==> src/rtl/lcd_scanout_pkg.sv <==
// Shared constants, scan FSM state type and pixel helpers for lcd_scanout.
package lcd_scanout_pkg;

    localparam int LCD_WIDTH = 96;
    localparam int LCD_PAGES = 8;
    localparam int LCD_ROWS  = 64;
    localparam int FB_DEPTH  = 6144;
    localparam int FB_AW     = 13;

    typedef enum logic [2:0] {
        IDLE    = 3'd0,
        FETCH   = 3'd1,
        CAPTURE = 3'd2,
        EMIT    = 3'd3,
        DONE    = 3'd4
    } scan_state_t;

    // "On" intensity: 6-bit contrast stretched to 8 bits so 0 -> 0x00 and 0x3F -> 0xFF.
    function automatic logic [7:0] pixel_level(input logic [5:0] contrast);
        return {contrast, contrast[5:4]};
    endfunction

    // row * 96 as two shifts; row <= 63 keeps the result inside FB_AW bits.
    function automatic logic [FB_AW-1:0] row_base(input logic [6:0] row);
        logic [FB_AW-1:0] r;
        r = FB_AW'(row);
        return (r << 6) + (r << 5);
    endfunction

endpackage

==> src/rtl/lcd_history_ram.sv <==
// 1-bit x 6144 previous-frame pixel store, one write port, one synchronous read port.
module lcd_history_ram
    import lcd_scanout_pkg::*;
(
    input  logic             clk,
    input  logic             ce,
    input  logic             we,
    input  logic [FB_AW-1:0] waddr,
    input  logic             wdata,
    input  logic [FB_AW-1:0] raddr,
    output logic             rdata
);

    logic mem [0:FB_DEPTH-1];

    // Write and registered read, both qualified by the clock enable.
    always_ff @(posedge clk) begin
        if (ce) begin
            if (we) begin
                mem[waddr] <= wdata;
            end
            rdata <= mem[raddr];
        end
    end

endmodule

==> src/rtl/lcd_scanout.sv <==
// Walks the LCD column RAM after each finished frame and streams 8-bit pixels
// into a 96x64 framebuffer over a ready/valid write port.
// Optional build macro LCD_SCANOUT_BLEND_EN: blends each pixel with the
// previous frame's pixel held in a 1-bit history RAM.
//
// state   | meaning
// IDLE    | waiting for frame_complete or a pending request
// FETCH   | column address (x,y) driven to the LCD controller
// CAPTURE | column byte latched, bit index cleared
// EMIT    | one pixel offered per bit, held until fb_ready
// DONE    | frame_done pulse, then idle or restart if pending
module lcd_scanout
    import lcd_scanout_pkg::*;
(
    input  logic             clk,
    input  logic             reset,
    input  logic             clk_ce,
    input  logic             frame_complete,
    input  logic [5:0]       lcd_contrast,
    output logic [7:0]       lcd_read_x,
    output logic [3:0]       lcd_read_y,
    input  logic [7:0]       lcd_read_column,
    output logic             fb_write,
    output logic [FB_AW-1:0] fb_address,
    output logic [7:0]       fb_data,
    input  logic             fb_ready,
    output logic             busy,
    output logic             frame_done
);

    scan_state_t      state, state_nxt;
    logic [7:0]       x;
    logic [3:0]       y;
    logic [2:0]       b;
    logic [7:0]       column;
    logic             pending;
    logic             accept, last_bit, last_col, last_page, trigger;
    logic             pix_cur;
    logic [7:0]       on_level, pix_level;
    logic [FB_AW-1:0] pix_addr;

    assign accept    = (state == EMIT) && fb_ready;
    assign last_bit  = (b == 3'd7);
    assign last_col  = (x == 8'(LCD_WIDTH - 1));
    assign last_page = (y == 4'(LCD_PAGES - 1));
    assign trigger   = frame_complete || pending;
    assign on_level  = pixel_level(lcd_contrast);
    assign pix_cur   = column[b];
    assign pix_addr  = row_base({y[2:0], b}) + FB_AW'(x);

    // Next-state decode.
    always_comb begin
        state_nxt = state;
        case (state)
            IDLE:    if (trigger) state_nxt = FETCH;
            FETCH:   state_nxt = CAPTURE;
            CAPTURE: state_nxt = EMIT;
            EMIT: begin
                if (accept && last_bit) begin
                    state_nxt = (last_col && last_page) ? DONE : FETCH;
                end
            end
            DONE:    state_nxt = trigger ? FETCH : IDLE;
            default: state_nxt = IDLE;
        endcase
    end

    // State register.
    always_ff @(posedge clk or posedge reset) begin
        if (reset) begin
            state <= IDLE;
        end else if (clk_ce) begin
            state <= state_nxt;
        end
    end

    // Column/page/bit walk; x and y fall back to 0 after the last column.
    always_ff @(posedge clk or posedge reset) begin
        if (reset) begin
            x      <= '0;
            y      <= '0;
            b      <= '0;
            column <= '0;
        end else if (clk_ce) begin
            if (state == CAPTURE) begin
                column <= lcd_read_column;
                b      <= '0;
            end else if (accept) begin
                b <= b + 3'd1;
                if (last_bit) begin
                    if (last_col) begin
                        x <= '0;
                        y <= last_page ? 4'd0 : y + 4'd1;
                    end else begin
                        x <= x + 8'd1;
                    end
                end
            end
        end
    end

    // Single-deep request latch; consumed whenever a new frame starts.
    always_ff @(posedge clk or posedge reset) begin
        if (reset) begin
            pending <= 1'b0;
        end else if (clk_ce) begin
            if ((state == IDLE || state == DONE) && trigger) begin
                pending <= 1'b0;
            end else if (frame_complete) begin
                pending <= 1'b1;
            end
        end
    end

`ifdef LCD_SCANOUT_BLEND_EN
    logic             first_frame;
    logic             hist_q;
    logic             pix_prev;
    logic [2:0]       b_rd;
    logic [FB_AW-1:0] hist_raddr;

    // Read address tracks the bit that EMIT will show next edge, so data is ready with no extra cycle.
    always_comb begin
        b_rd = b;
        if (state == CAPTURE) begin
            b_rd = 3'd0;
        end else if (accept) begin
            b_rd = b + 3'd1;
        end
    end

    assign hist_raddr = row_base({y[2:0], b_rd}) + FB_AW'(x);

    lcd_history_ram u_history (
        .clk   (clk),
        .ce    (clk_ce),
        .we    (accept),
        .waddr (pix_addr),
        .wdata (pix_cur),
        .raddr (hist_raddr),
        .rdata (hist_q)
    );

    // History content is undefined until one full frame has been written.
    always_ff @(posedge clk or posedge reset) begin
        if (reset) begin
            first_frame <= 1'b1;
        end else if (clk_ce && state == DONE) begin
            first_frame <= 1'b0;
        end
    end

    assign pix_prev = first_frame ? pix_cur : hist_q;

    // Both on: full level; exactly one on: half level; none: black.
    always_comb begin
        pix_level = 8'h00;
        if (pix_cur && pix_prev) begin
            pix_level = on_level;
        end else if (pix_cur ^ pix_prev) begin
            pix_level = on_level >> 1;
        end
    end
`else
    assign pix_level = pix_cur ? on_level : 8'h00;
`endif

    assign fb_write   = (state == EMIT);
    assign fb_address = fb_write ? pix_addr : '0;
    assign fb_data    = fb_write ? pix_level : 8'h00;
    assign busy       = (state != IDLE);
    assign frame_done = (state == DONE);
    assign lcd_read_x = x;
    assign lcd_read_y = y;

endmodule
==> config.mk <==
export PLATFORM = sky130hd
export DESIGN_NAME = lcd_scanout
export DESIGN_NICKNAME = d
export VERILOG_FILES = /design/src/rtl/lcd_scanout_pkg.sv /design/src/rtl/lcd_history_ram.sv /design/src/rtl/lcd_scanout.sv
export SDC_FILE = /design/constraint.sdc
export NUM_CORES = 1
export LEC_CHECK = 0
export CAP_MARGIN = 20
export CORE_MARGIN = 3
export CORE_UTILIZATION = 47
export DETAILED_ROUTE_END_ITERATION = 7
export HOLD_SLACK_MARGIN = 0.1
export PLACE_DENSITY = 0.78
export SLEW_MARGIN = 20
export SYNTH_ARGS = -nofsm -noshare
export SYNTH_HDL_FRONTEND = slang
export SYNTH_SLANG_ARGS = --single-unit
==> constraint.sdc <==
create_clock -name clk -period 3.4 [get_ports clk]
set_clock_uncertainty 0.15 [all_clocks]
set_input_delay 0.51 -clock clk [delete_from_list [all_inputs] [get_ports clk]]
set_output_delay 0.51 -clock clk [all_outputs]
set_load 0.03 [all_outputs]
==> results.toml, run 1 <==
[worst_setup_path]
path_buf_inv = 2
end_kind = "output pin"
critical_path.max_fanout = 3
worst_ep_required_time_ns = 2.74
worst_ep_arrival_time_ns = 2.62
crit_chain = "fa_1, ha_1, inv_1, fa_1, nor2b_2, o21a_1, nor3_1, nor3_1, buf_4"
critical_path.slowest_cell = "sky130_fd_sc_hd__fa_1"
worst_path_dominant_cell_family = "adder cells"
worstSetupStartpointType = "flop"
worstSetupPathType = "flop to output pin"
slowest_delay_ns = 0.53

[sta]
finalHoldViolCount = 0
setup_viol_count_final = 0
maxSlewHeadroom_pct = 58.4
timing_max_transition_violations_final = 0
timing.final.crit_share_pct = 96.4
rsz_0062_raised_after_global_routing = "yes"
min_period_ns = 3.28
maxClockFrequency_mhz = 305
timing_worst_slew_pin_value_ns = 0.620
tns_ns = 0

[final_layout]
diodes = 0
register_area_um2 = 676
final_area_um2 = 2490
fillerInstances = 313
layout_commonest_cell = "sky130_fd_sc_hd__clkdlybuf4s50_1"
finalNetCount = 283
layout.core_utilization_pct = 66.6
most-common-layout-cells = "48 x sky130_fd_sc_hd__clkdlybuf4s50_1, 27 x sky130_fd_sc_hd__dfrtp_1, 15 x sky130_fd_sc_hd__nand2_1"
finish.cell_count_without_fillers = 294
area_delta_synth_final_pct = 33.1
multi_input_area_um2 = 1080
post_route_cells_drive_above_1_share_pct = 11.8

[grt]
grt_antenna_before_repair = 0
grt_first_pass_wirelength_um = 6380
first_global_vias = 1461
globalRouteTotalUtil_pct = 16.2
grt_max_degree = 28
overflow = 0

[cts]
clock_sinks = 27
cts_tree = "built"
ctsLongestPathBuffers = 2
cts-root-buf = "sky130_fd_sc_hd__clkbuf_8"
cts_inserted_buffers = 3
h-tree-depth = 1
clk_pin_slew_worst_paths_ns = 0.08
worst_skew_pair.late_latency_ns = 0.28

[detailed_routing]
routedWlPerCell_um = 13.0
detail_route.wirelength_um = 3830
routed-via-count = 1553
final_antenna_net_count = 0
drt_pass1_iterations = 4
drt_first_iter_violations = 61
drt-vias-per-instance = 5.28
drt_drc_violations_left = 0

[floorplan]
row_count = 22
die_area_um2 = 4780
chipWidth_um = 69.1
io_pins = 55
floorplan.core_area_um2 = 3740
die-height_um = 69.1
initial_core_util_pct = 50.0

[synthesis]
sequential_fraction_of_the_synthesis_area_pct = 36.1
synth-warning-count = 0
synth.net_count = 227
synth_ff_type = "sky130_fd_sc_hd__dfrtp_1"
synth_async_sr_flop_share_pct = 100
post_synth_num_cell_types = 42
syn-instance-count = 191
postSynthRegisterBits = 27
syn_area_um2 = 1870
synth_area_per_cell_um2 = 9.81
synth_enable_flop_cells = 0

[place]
dp.cells = 288
place_area_um2 = 2420
io_buffer_count = 54
place_congestion = 0.832
hpwlAfterDp_um = 3030

[worst_hold_path]
hold_path_class = "flop to flop"

[power_and_ir_drop]
power.ir.vdd_worst_mv = 0.246
power_leakage_nw = 1.09
power_density_nw_per_um2 = 600

[run_status]
outcome = "complete, no violations"

[run]
maxCapViolations = 0
-- metrics by stage --
stage	hold slack (ns)	total power, mW	setup slack [ns]
floorplan	0.325	1.01	0.0169
global route	0.377	1.59	-0.0279
detailed placement	0.345	1.34	0.179
finish	0.357	1.50	0.122
CTS	0.364	1.50	0.0292
global placement	0.337	1.32	0.213
-- where the power goes --
part	total [mW]	switching, mW	internal [mW]
sequential	0.431	0.0551	0.375
combinational	0.881	0.488	0.393
clock	0.183	0.0990	0.0841
-- routing by layer --
metal | vias up | global-route usage [%] | part of all wire (%)
li1 | 779 | - | -
met1 | 721 | 21.4 | 46
met2 | 47 | 26.4 | 48
met3 | 6 | 3.64 | 4.6
met4 | 0 | 5.21 | 1.5
met5 | - | 0 | 0
-- sequential cells by signal (all words and copies together) (netlist names) --
name,count
pending,1
b,3
lcd_read_y,4
column,8
state,3
lcd_read_x,8
-- path summary, 6_finish.rpt --
path / depth (start not counted) / slack [ns] / endpoint / from
setup / recovery: 9 / 0.12 / fb_address[10] / b[1]
hold / removal: 1 / 0.36 / column[3] / column[3]
max in group asynchronous: 3 / 2.28 / column[5] / reset
setup reg to reg: 7 / 1.25 / lcd_read_x[6] / b[1]
hold reg to reg: 1 / 0.36 / column[3] / column[3]
min in group asynchronous: 2 / 0.38 / state[2] / reset
-- repair_timing --
item,in CTS,in global routing
pin swaps,0,2
setup buffers,0,1
resized for setup,3,2
hold buffers,0,0
setup endpoints to repair,3,3
-- cell usage after synthesis (2+ instances only) --
cell | count | area share (%)
sky130_fd_sc_hd__mux2_2 | 8 | 4.8
sky130_fd_sc_hd__and2_1 | 13 | 4.3
sky130_fd_sc_hd__nand4_1 | 3 | 1.0
sky130_fd_sc_hd__buf_4 | 3 | 1.2
sky130_fd_sc_hd__nand2_1 | 15 | 3.0
sky130_fd_sc_hd__and3_1 | 2 | 0.67
sky130_fd_sc_hd__mux4_2 | 2 | 2.4
sky130_fd_sc_hd__nor2_1 | 9 | 1.8
sky130_fd_sc_hd__nor3_1 | 4 | 1.1
sky130_fd_sc_hd__buf_6 | 3 | 1.8
sky130_fd_sc_hd__dfrtp_1 | 27 | 36
sky130_fd_sc_hd__nor2b_1 | 3 | 1.0
sky130_fd_sc_hd__o21ai_0 | 14 | 3.7
sky130_fd_sc_hd__o21ai_1 | 2 | 0.53
sky130_fd_sc_hd__nor2_2 | 2 | 0.67
sky130_fd_sc_hd__mux2_1 | 2 | 1.2
sky130_fd_sc_hd__ha_1 | 14 | 9.4
sky130_fd_sc_hd__xnor2_1 | 4 | 1.9
sky130_fd_sc_hd__o21a_1 | 2 | 0.80
sky130_fd_sc_hd__inv_1 | 15 | 3.0
sky130_fd_sc_hd__mux2i_1 | 3 | 1.6
sky130_fd_sc_hd__fa_1 | 3 | 3.2
sky130_fd_sc_hd__a21oi_1 | 7 | 1.9
sky130_fd_sc_hd__nand3_1 | 11 | 2.9
sky130_fd_sc_hd__nand4b_1 | 2 | 0.94
sky130_fd_sc_hd__buf_2 | 2 | 0.53
-- cells by family after synthesis --
| kind of cell | after synthesis | share of synthesized area (%) |
|---|---|---|
| buf+inv | 23 | 6.55 |
| mux | 15 | 10.0 |
| flops | 27 | 36.1 |
| fa+ha+maj | 17 | 12.6 |
| xor+xnor | 4 | 1.87 |
| compound gates | 32 | 10.4 |
| simple gates | 73 | 22.6 |
-- area by class of cell --
cell class / count / area share, %
repair buffers: 59 / 23.2
clock buffers: 4 / 1.81
flip-flops and latches: 27 / 27.1
well taps: 48 / 2.41
multi-input cells: 141 / 43.2
inverters: 15 / 2.26
Note: power is estimated with default switching activity, not from simulation.
==> run 2: changes to the inputs <==
CORE_MARGIN = default   (was 3)
==> results.toml, run 2 (synthesis gave the netlist of run 1 again) <==
[sta]
finalHoldViolCount = 0
tns_ns = 0
worst_slack_ns = 0.140
timing.final.crit_share_pct = 95.9
maxSlewHeadroom_pct = 63.4
timing_max_transition_violations_final = 0
finalHoldWorstSlack_ns = 0.364
rsz_0062_raised_after_global_routing = "no"
maxClockFrequency_mhz = 307
timing_worst_slew_pin_value_ns = 0.548
setup_viol_count_final = 0
min_period_ns = 3.26

[grt]
grt_util_met1_pct = 29.7
grt.met2_usage_pct = 31.9
globalRouteTotalUtil_pct = 20.5
grt_first_pass_wirelength_um = 6740
first_global_vias = 1421
overflow = 0
grt_antenna_before_repair = 0
grt.busiest_layer = "met2"
grt_max_degree = 28
grtUsageMet3_pct = 2.08

[final_layout]
final_area_um2 = 2480
layout_commonest_cell = "sky130_fd_sc_hd__clkdlybuf4s50_1"
finish.cell_count_without_fillers = 293
area_delta_synth_final_pct = 32.4
post_route_cells_drive_above_1_share_pct = 13.1
diodes = 0
layout.core_utilization_pct = 66.2
most-common-layout-cells = "48 x sky130_fd_sc_hd__clkdlybuf4s50_1, 26 x sky130_fd_sc_hd__dfrtp_1, 15 x sky130_fd_sc_hd__nand2_1"
finalNetCount = 282

[cts]
ctsLongestPathBuffers = 2
clock_sinks = 27
cts_hold_repair.buffers = 0
cts-root-buf = "sky130_fd_sc_hd__clkbuf_8"
cts_inserted_buffers = 3
h-tree-depth = 1
worst_skew_pair.late_latency_ns = 0.27
clk_pin_slew_worst_paths_ns = 0.09
cts_tree = "built"

[worst_setup_path]
worst_ep_required_time_ns = 2.74
end_kind = "output pin"
crit_start = "b[0]"
critical_path.max_fanout = 3
worst_ep_arrival_time_ns = 2.60
timing.rr.start = "b[0]"
worstSetupStartpointType = "flop"
worstSetupPathType = "flop to output pin"

[detailed_routing]
routedWlPerCell_um = 13.2
drt-vias-per-instance = 5.27
final_antenna_net_count = 0
routed-via-count = 1545
drt_drc_violations_left = 0
drt_pass1_iterations = 4
detail_route.wirelength_um = 3860
drt_first_iter_violations = 104

[run_status]
outcome = "complete, no violations"

[power_and_ir_drop]
netSwitchingFraction_pct = 43.6
internal_power_mw = 0.842
total_power_mw = 1.49
power.combinational.fraction_pct = 59.0
power_density_nw_per_um2 = 602
power_leakage_nw = 1.08
power.ir.vdd_worst_mv = 0.304
seqPwrFrac_pct = 29.0
net_switching_power_mw = 0.650
clockPowerShare_pct = 12.1

[floorplan]
floorplan.core_area_um2 = 3740
initial_core_util_pct = 50.0
die_area_um2 = 4240
row_count = 22
chipWidth_um = 65.1
die-height_um = 65.1
io_pins = 55

[place]
detailedPlace.worstSlack_ns = 0.161
hpwlAfterDp_um = 3000
io_buffer_count = 54
dp.cells = 288
place_congestion = 0.848
place_area_um2 = 2420

[run]
maxCapViolations = 0

[worst_hold_path]
hold_path_class = "flop to flop"
worst_hold_startpoint = "column[1]"
run 2: changes by cell type in the layout (fill, tap and decap cells not counted):
cell,delta
sky130_fd_sc_hd__fa_2,+1
sky130_fd_sc_hd__dfrtp_1,-1
sky130_fd_sc_hd__clkinv_1,-1
sky130_fd_sc_hd__dfrtp_2,+1
sky130_fd_sc_hd__buf_8,-1
sky130_fd_sc_hd__inv_2,+1
sky130_fd_sc_hd__dlygate4sd2_1,+1
sky130_fd_sc_hd__dlymetal6s2s_1,-1
sky130_fd_sc_hd__clkbuf_1,-1
sky130_fd_sc_hd__fa_1,-1
sky130_fd_sc_hd__clkinv_2,+1
run 2: repair_timing:
action,4_1_cts,5_1_grt
resized for setup,5,2
pin swaps,0,1
buffers inserted,0,1
setup endpoints to repair,5,2
run 2: area by class of cell:
class | count | area (um^2)
timing repair buffer | 58 | 561
clock inverter | 1 | 5.00
multi-input combinational | 141 | 1080
tap | 48 | 60.1
sequential | 27 | 677
fill | 315 | 1260
inverter | 15 | 56.3
clock buffer | 3 | 41.3
run 2: power groups by stage:
stage	sequential [mW]	clock (mW)	combinational [mW]
2_1_floorplan	0.458	0	0.556
3_3_place_gp	0.434	0	0.887
3_5_place_dp	0.438	0	0.904
4_1_cts	0.432	0.187	0.881
5_1_grt	0.446	0.200	0.961
6_report	0.432	0.180	0.880
run 2: critical path, stage by stage, from the launching register on:
cell and delay [ns]:
sky130_fd_sc_hd__dfrtp_1 0.41, sky130_fd_sc_hd__fa_1 0.55, sky130_fd_sc_hd__ha_1 0.17, sky130_fd_sc_hd__inv_1 0.07
sky130_fd_sc_hd__fa_2 0.40, sky130_fd_sc_hd__nor2b_2 0.14, sky130_fd_sc_hd__o21a_1 0.15, sky130_fd_sc_hd__nor3_1 0.05
sky130_fd_sc_hd__nor3_1 0.18, sky130_fd_sc_hd__buf_4 0.20
run 2: final timing paths:
| check | to | slack, ns | cells after the start |
|---|---|---|---|
| max | fb_address[10] | 0.14 | 9 |
| min | column[1] | 0.36 | 1 |
| max reg2reg | lcd_read_y[0] | 1.27 | 7 |
| min reg2reg | column[1] | 0.36 | 1 |
| max in group asynchronous | b[1] | 2.25 | 2 |
| min in group asynchronous | column[0] | 0.45 | 2 |
run 2: routing by layer:
| metal | routed length (um) | vias to the layer above |
|---|---|---|
| met2 | 1820 | 37 |
| li1 | - | 776 |
| met5 | 0 | - |
| met3 | 115 | 4 |
| met1 | 1880 | 728 |
| met4 | 48 | 0 |
==> run 3: changes to the inputs <==
SETUP_SLACK_MARGIN = 0.1   (was default)
==> results.toml, run 3 (synthesis gave the netlist of run 1 again) <==
[detailed_routing]
drt_first_iter_violations = 47
routedWlPerCell_um = 13.3
detail_route.wirelength_um = 3930
final_antenna_net_count = 0
drt-vias-per-instance = 5.25
drt_pass1_iterations = 4
drt_drc_violations_left = 0
routed-via-count = 1550

[final_layout]
layout.core_utilization_pct = 66.9
layout_commonest_cell = "sky130_fd_sc_hd__clkdlybuf4s50_1"
most-common-layout-cells = "48 x sky130_fd_sc_hd__clkdlybuf4s50_1, 27 x sky130_fd_sc_hd__dfrtp_1, 15 x sky130_fd_sc_hd__nand2_1, 15 x sky130_fd_sc_hd__inv_1"
post_route_cells_drive_above_1_share_pct = 13.8
area_delta_synth_final_pct = 33.7
finalNetCount = 284
diodes = 0
fillerInstances = 325

[cts]
cts_tree = "built"
worst_skew_pair.late_latency_ns = 0.27
ctsLongestPathBuffers = 2
cts_inserted_buffers = 3
clock_sinks = 27
clk_pin_slew_worst_paths_ns = 0.09
h-tree-depth = 1
cts-root-buf = "sky130_fd_sc_hd__clkbuf_8"

[place]
detailedPlace.worstSlack_ns = 0.176
place_congestion = 0.851
hpwlAfterDp_um = 3040
io_buffer_count = 54

[grt]
grt_max_degree = 28
first_global_vias = 1471
globalRouteTotalUtil_pct = 20.5
grt_first_pass_wirelength_um = 6740
grt_antenna_before_repair = 0
overflow = 0

[worst_hold_path]
hold_path_class = "flop to flop"

[floorplan]
chipWidth_um = 65.1
io_pins = 55
row_count = 22
die-height_um = 65.1
initial_core_util_pct = 50.0
die_area_um2 = 4240
floorplan.core_area_um2 = 3740

[sta]
setup_viol_count_final = 0
maxClockFrequency_mhz = 310
timing.final.crit_share_pct = 94.9
min_period_ns = 3.23
maxSlewHeadroom_pct = 73.9
timing_max_transition_violations_final = 0
rsz_0062_raised_after_global_routing = "yes"
tns_ns = 0
finalHoldViolCount = 0
timing_worst_slew_pin_value_ns = 0.391
worst_slack_ns = 0.172

[run_status]
outcome = "complete, no violations"

[worst_setup_path]
worst_ep_required_time_ns = 2.74
end_kind = "output pin"
worst_ep_arrival_time_ns = 2.57
critical_path.max_fanout = 3
rrSetupSlack_ns = 1.21
worstSetupStartpointType = "flop"
worstSetupPathType = "flop to output pin"

[power_and_ir_drop]
power_density_nw_per_um2 = 605
power_leakage_nw = 1.08
power.ir.vdd_worst_mv = 0.295

[run]
maxCapViolations = 0
## run 3: per-stage QoR
stage	power, mW	hold WS, ns	instances	cell area, um^2
2_1_floorplan	1.02	0.325	191	1880
3_3_place_gp	1.32	0.335	289	2440
3_5_place_dp	1.35	0.346	289	2440
4_1_cts	1.51	0.367	295	2500
5_1_grt	1.61	0.378	295	2500
6_report	1.51	0.364	295	2500
## run 3: final timing paths
path,depth (start not counted),startpoint,endpoint
setup reg to reg,8,b[0],lcd_read_y[0]
min in group asynchronous,3,reset,column[4]
hold / removal,1,column[0],column[0]
setup / recovery,9,b[0],fb_address[12]
max in group asynchronous,3,reset,state[0]
hold reg to reg,1,column[0],column[0]
## run 3: area by class of cell
class	instances	area [um^2]	share of cell area, %
multi-input combinational	141	1090	43.5
sequential	27	676	27.0
timing repair buffer	60	577	23.0
tap	48	60.1	2.40
inverter	15	56.3	2.25
clock buffer	4	45.0	1.80
## run 3: worst max-delay path, cell delays in order, from the launching register on
cell,delay (ns)
sky130_fd_sc_hd__dfrtp_1,0.41
sky130_fd_sc_hd__fa_1,0.55
sky130_fd_sc_hd__ha_2,0.18
sky130_fd_sc_hd__inv_1,0.06
sky130_fd_sc_hd__fa_2,0.39
sky130_fd_sc_hd__nor2b_2,0.14
sky130_fd_sc_hd__o21a_1,0.18
sky130_fd_sc_hd__o21ai_1,0.08
sky130_fd_sc_hd__a21oi_1,0.14
sky130_fd_sc_hd__buf_4,0.18
## run 3: report_power, final
group / switching [mW] / internal, mW / leakage [nW]
clock network: 0.0987 / 0.0841 / 0.0228
registers: 0.0561 / 0.375 / 0.342
logic: 0.506 / 0.394 / 0.715
total: 0.661 / 0.853 / 1.08
## run 3: timing repair
action,in CTS,in global routing
buffers inserted,2,0
pin swaps,3,3
gates resized for setup,6,5
hold endpoints to repair,0,0
gates cloned,0,0
setup endpoints to repair,6,8
hold buffers,0,0
## run 3: per-layer routing
layer	part of all wire, %	up-vias	track usage [%]
met3	3.5	5	2.08
met1	47	741	28.1
met4	1.3	0	6.52
met2	49	32	34.1
li1	-	772	-
met5	0	-	0
